===== src/rtl/debug_send_arbiter.sv =====
// debug_send_arbiter
//   Round-robin arbiter that shares one 40-bit serial debug sender among
//   NUM_REQ requesters. For each frame it captures the winner's 32-bit
//   payload, prepends an 8-bit tag, strobes the sender, and then follows the
//   sender's state through a full shift-out before it grants again.
//
//   Frame layout: data[39:8] = payload, data[7:4] = sequence, data[3:0] = index.
//   The sender shifts LSB first, so the tag leaves first.
//
//   Optional feature: define DEBUG_SEND_ARB_SEQ_EN to build the 4-bit frame
//   sequence counter that fills tag[7:4]. Without it, tag[7:4] is 4'b0000.
//
// Ports
//   in_clk        block clock, rising edge
//   reset         synchronous, active-high
//   req           per-requester request, held with payload until ack
//   payload       flat payloads, requester i on [32*i+31:32*i]
//   ack           one-cycle pulse to the requester whose payload was captured
//   store         one-cycle load strobe to the sender
//   data          frame to the sender, stable between captures
//   sender_state  sender busy flag, asynchronous to in_clk
//   busy          high whenever the FSM is not idle
//   timeout_err   sticky flag, set when the sender fails to start in time
module debug_send_arbiter #(
  parameter int NUM_REQ      = 4,
  parameter int BUSY_TIMEOUT = 64,
  parameter int GUARD_CYCLES = 4
) (
  input  logic                    in_clk,
  input  logic                    reset,
  input  logic [NUM_REQ-1:0]      req,
  input  logic [NUM_REQ*32-1:0]   payload,
  output logic [NUM_REQ-1:0]      ack,
  output logic                    store,
  output logic [39:0]             data,
  input  logic                    sender_state,
  output logic                    busy,
  output logic                    timeout_err
);

  localparam int PTR_W = (NUM_REQ > 1) ? $clog2(NUM_REQ) : 1;
  localparam logic [7:0] TIMEOUT_LAST = 8'(BUSY_TIMEOUT - 1);
  localparam logic [7:0] GUARD_LAST   = 8'(GUARD_CYCLES - 1);

  localparam logic [2:0] IDLE    = 3'd0;
  localparam logic [2:0] STORE   = 3'd1;
  localparam logic [2:0] WAIT_HI = 3'd2;
  localparam logic [2:0] WAIT_LO = 3'd3;
  localparam logic [2:0] GUARD   = 3'd4;

  logic [2:0]         state;
  logic [7:0]         cnt;
  logic [PTR_W-1:0]   rr_ptr;
  logic               sync_1;
  logic               state_sync;
  logic [3:0]         seq_field;

  logic               grant_found;
  logic [PTR_W-1:0]   grant_idx;
  logic [NUM_REQ-1:0] grant_onehot;
  logic [39:0]        next_frame;
  int                 cand;

`ifdef DEBUG_SEND_ARB_SEQ_EN
  logic [3:0] seq;
  assign seq_field = seq;
`else
  assign seq_field = 4'b0000;
`endif

  assign busy = (state != IDLE);

  // Round-robin search: first set request after rr_ptr, wrapping modulo NUM_REQ.
  // NOTE: every combinational output gets a default before the loop so no
  // path leaves it unassigned (which would infer a latch).
  always_comb begin
    grant_found = 1'b0;
    grant_idx   = '0;
    cand        = 0;
    for (int off = 1; off <= NUM_REQ; off++) begin
      cand = int'(rr_ptr) + off;
      if (cand >= NUM_REQ) cand = cand - NUM_REQ;
      if (!grant_found && req[cand]) begin
        grant_found = 1'b1;
        grant_idx   = PTR_W'(cand);
      end
    end
    grant_onehot = NUM_REQ'(1) << grant_idx;
    next_frame   = {payload[32*int'(grant_idx) +: 32], seq_field, 4'(grant_idx)};
  end

  // NOTE: all sequential state uses non-blocking assignments so every flop
  // samples pre-edge values regardless of statement order.
  always_ff @(posedge in_clk) begin
    if (reset) begin
      state       <= IDLE;
      cnt         <= '0;
      rr_ptr      <= PTR_W'(NUM_REQ - 1);
      sync_1      <= 1'b0;
      state_sync  <= 1'b0;
      ack         <= '0;
      store       <= 1'b0;
      data        <= '0;
      timeout_err <= 1'b0;
`ifdef DEBUG_SEND_ARB_SEQ_EN
      seq         <= '0;
`endif
    end else begin
      // Two-flop synchroniser for the sender's asynchronous state.
      sync_1     <= sender_state;
      state_sync <= sync_1;

      ack   <= '0;
      store <= 1'b0;

      case (state)
        IDLE: begin
          // Waiting for state_sync=0 keeps a frame the sender latched before
          // a reset from being overwritten by the first post-reset grant.
          if (grant_found && !state_sync) begin
            data   <= next_frame;
            ack    <= grant_onehot;
            rr_ptr <= grant_idx;
            state  <= STORE;
          end
        end
        STORE: begin
          store <= 1'b1;
          cnt   <= '0;
          state <= WAIT_HI;
        end
        WAIT_HI: begin
          if (state_sync) begin
            state <= WAIT_LO;
          end else if (cnt == TIMEOUT_LAST) begin
            // Retry the same frame; the requester was already acked.
            timeout_err <= 1'b1;
            state       <= STORE;
          end else begin
            cnt <= cnt + 8'd1;
          end
        end
        WAIT_LO: begin
          if (!state_sync) begin
`ifdef DEBUG_SEND_ARB_SEQ_EN
            seq <= seq + 4'd1;
`endif
            cnt   <= '0;
            state <= (GUARD_CYCLES == 0) ? IDLE : GUARD;
          end
        end
        GUARD: begin
          if (cnt == GUARD_LAST) state <= IDLE;
          else                   cnt   <= cnt + 8'd1;
        end
        default: state <= IDLE;
      endcase
    end
  end

endmodule


===== config.mk =====
export PLATFORM = sky130hd
export DESIGN_NAME = debug_send_arbiter
export DESIGN_NICKNAME = d
export VERILOG_FILES = /design/src/rtl/debug_send_arbiter.sv
export SDC_FILE = /design/constraint.sdc
export NUM_CORES = 1
export LEC_CHECK = 0
export ABC_AREA = 1
export CAP_MARGIN = 20
export CORE_ASPECT_RATIO = 1.25
export CORE_MARGIN = 1
export CORE_UTILIZATION = 35
export DETAILED_ROUTE_END_ITERATION = 10
export PLACE_DENSITY = 0.7
export SYNTH_ARGS = -nofsm -noshare
export SYNTH_HDL_FRONTEND = slang
export SYNTH_SLANG_ARGS = --single-unit

===== constraint.sdc =====
create_clock -name in_clk -period 2.15 [get_ports in_clk]
set_input_delay 0.3225 -clock in_clk [delete_from_list [all_inputs] [get_ports in_clk]]
set_output_delay 0.3225 -clock in_clk [all_outputs]
set_load 0.02 [all_outputs]

==> results.md, run 1 <==
- Status: finished, final reports clean
- Period utilization: 92.29%
- Clk pwr share: 9.8%
- Area leader, netlist: dfxtp_1
- Layout cell share with drive strength beyond 1: 6.815%
- Internal Power: 4332 uW
- Critical path launch point type: flip-flop
- Final min period: 1.984 ns
- Post-CTS Hold Buffers: 0
- Max IR drop VDD: 769.5 uV
- H-tree levels: 2
- WP data arrival: 1.66 ns
- Gp weighted congestion: 0.8799
- Clock Skews: 0.007703 ns
- Cell variety after synth: 31
- I/O pins: 182
- Final core occ: 55.98%
- Total global routing overflow: 0
- Post-CTS Setup Repair Bufs: 0
- Post-DP HPWL: 9.479 mm
- Sw Pwr: 4182 uW
- Final hold violation count: 0
- Flops & latches, synth: 55
- Initial core utilization: 35.93%
- Overall Power: 8514 uW
- CTS sink count: 55
- Final hold slack: 0.4078 ns
- DR vias/cell: 4.906
- DRT Pass-1 Iters: 6
- Hold Path Class: reg -> reg
- Post_cts resized: 0
- Worst setup EP type: output pin
- Crit Path Category: reg -> out
- Power per Cell Area: 1433 nW/um^2
- Root buf cell: clkbuf_16
- First-iteration detailed-routing DRC count: 211
- N_diodes: 0
- Primary FF master, synth: dfxtp_1
- Fmax: 504.0 MHz
- DR WL/cell: 13.12 um
- Core outline area: 10620 sq um
- Unrepaired setup endpoints after global routing: false
- Syn Inst Count: 638
- Maxcap violations: 0
- Synthesized area: 3814 sq um
- Synth top area share: 28.87%
- Switch share: 49.12%
- ANT nets after route: 0
- Vias: 4607
- Gate power share: 72.0%
- # nets final: 942
- Initial antenna violation count: 0
- Clock buffer depth: 2
- Total CTS buffers: 5
- Post-synth ARST share: 0%
- Power share of the sequential group: 18.1%
- Syn avg cell area: 5.978 sq um
- Clock network latency to the later pin of the worst-skew pair: 0.29 ns
- Leak: 0.002946 uW
- Area Overhead vs Synth: 55.81%
- Worst Path Required: 1.83 ns
- Chip width: 95.37 um
- Maximum fanout along the worst path: 4
- Setup violations, final: 0
- Worst R2R Setup Slack: 0.24 ns
- CTS tree: yes
- Top post-synthesis cells by area: dfxtp_1 29%, nand2_1 20%, inv_1 9.8%, nand3_1 9.6%, nand4_1 6.7%
- EDFF count, synth: 0
- Vias in the first global route: 4419
- Most common cell in the netlist: nand2_1
- Synth top cells by count: 206 x nand2_1, 100 x inv_1, 73 x nand3_1
- Post-Route WL: 12.32 mm
- Die span in y: 118.7 um
- Port Buffer Count: 175
- # rows: 42
- GR Util All Layers: 22.49%
- Yosys Warn Count: 0
- First-pass GRT wire length: 20.25 mm
- DR DRC count: 0
- Largest net degree at the start of global routing: 36
- CTS clock-pin slew for the worst setup and hold paths: 0.08 ns
- Fill cells: 1091
- Die area: 11320 sq um
- Sequential area share after synthesis: 28.87%
- Slew Viols, Final: 0
critical path: stages, from the launching register on:
cell and delay, ns:
dfxtp_1 0.34, nor2_1 0.18, inv_1 0.07, nor2_2 0.18
inv_1 0.07, clkdlybuf4s50_1 0.53
path summary, 6_finish.rpt:
| kind | from | to | cells after the start |
|---|---|---|---|
| max reg2reg | cnt[0] | cnt[5] | 11 |
| max | state[0] | busy | 5 |
| min | sync_1 | state_sync | 2 |
| min reg2reg | sync_1 | state_sync | 2 |
layer usage:
layer | up-vias | wire, um | GRT usage [%]
li1 | 2335 | - | -
met1 | 2080 | 4804 | 26.56
met2 | 160 | 6484 | 39.69
met3 | 32 | 647 | 3.732
met4 | 0 | 384 | 8.239
met5 | - | 0 | 0
cell usage in the layout, fill, tap and decap left out, drive strengths merged, types with 3 or more instances in the layout:
master           n
a21oi           10
and3            12
buf             23
clkbuf           5
clkdlybuf4s50  175
conb             6
dfxtp           55
inv            110
nand2          207
nand3           76
nand4           41
nor2            36
nor3             8
o211ai           3
o21a            25
o21ai            5
xor2             3
sequential cells by signal, indices dropped and copies added, names as in the netlist:
signal       flops
ack              4
cnt              8
data            34
rr_ptr           2
state            3
state_sync       1
store            1
sync_1           1
timeout_err      1
logic make-up after synthesis:
logic type	share of synthesized area [%]
and+or+nand+nor	44.91
DFF	28.87
other	0.09833
adders and majority gates	0.3280
AOI/OAI and AO/OA	8.005
buffers and inverters	17.09
xor gates and xnor gates	0.6891
power by group through the flow:
stage	logic (uW)	registers [uW]	clock network (uW)
after floorplan	3840	1810	0
after global placement	5970	1550	0
after detailed placement	6090	1560	0
after CTS	6110	1540	870
after global routing	6890	1580	904
final	6130	1540	838
through the flow:
stage          instances  instance area, sq um  setup WS (ns)  TNS [ns]
2_1_floorplan        643                  3832         0.3823         0
3_3_place_gp         931                  5753      -0.009915  -0.05617
3_5_place_dp         931                  5753       -0.08408    -1.253
4_1_cts              939                  5903        0.03656         0
5_1_grt              939                  5942       0.009308         0
6_report             939                  5942         0.1657         0
layout make-up:
cell class,count,area (sq um),share of cell area (%)
multi-input cells,438,2110,35.50
repair buffers,198,2003,33.71
flip-flops and latches,55,1106,18.61
inverters,108,407.9,6.865
well taps,132,165.2,2.780
clock buffers,5,125.1,2.106
clock inverters,3,25.02,0.4211
Power figures use the tool's default switching activity.
==> run 2, diff against run 1 <==
--- a/config.mk
+++ b/config.mk
@@ -12,6 +12,7 @@
 export CORE_UTILIZATION = 35
 export DETAILED_ROUTE_END_ITERATION = 10
 export PLACE_DENSITY = 0.7
+export SLEW_MARGIN = 20
 export SYNTH_ARGS = -nofsm -noshare
 export SYNTH_HDL_FRONTEND = slang
 export SYNTH_SLANG_ARGS = --single-unit
==> results of run 2 <==
The final DEF is identical to that of run 1; final timing and power are the same.
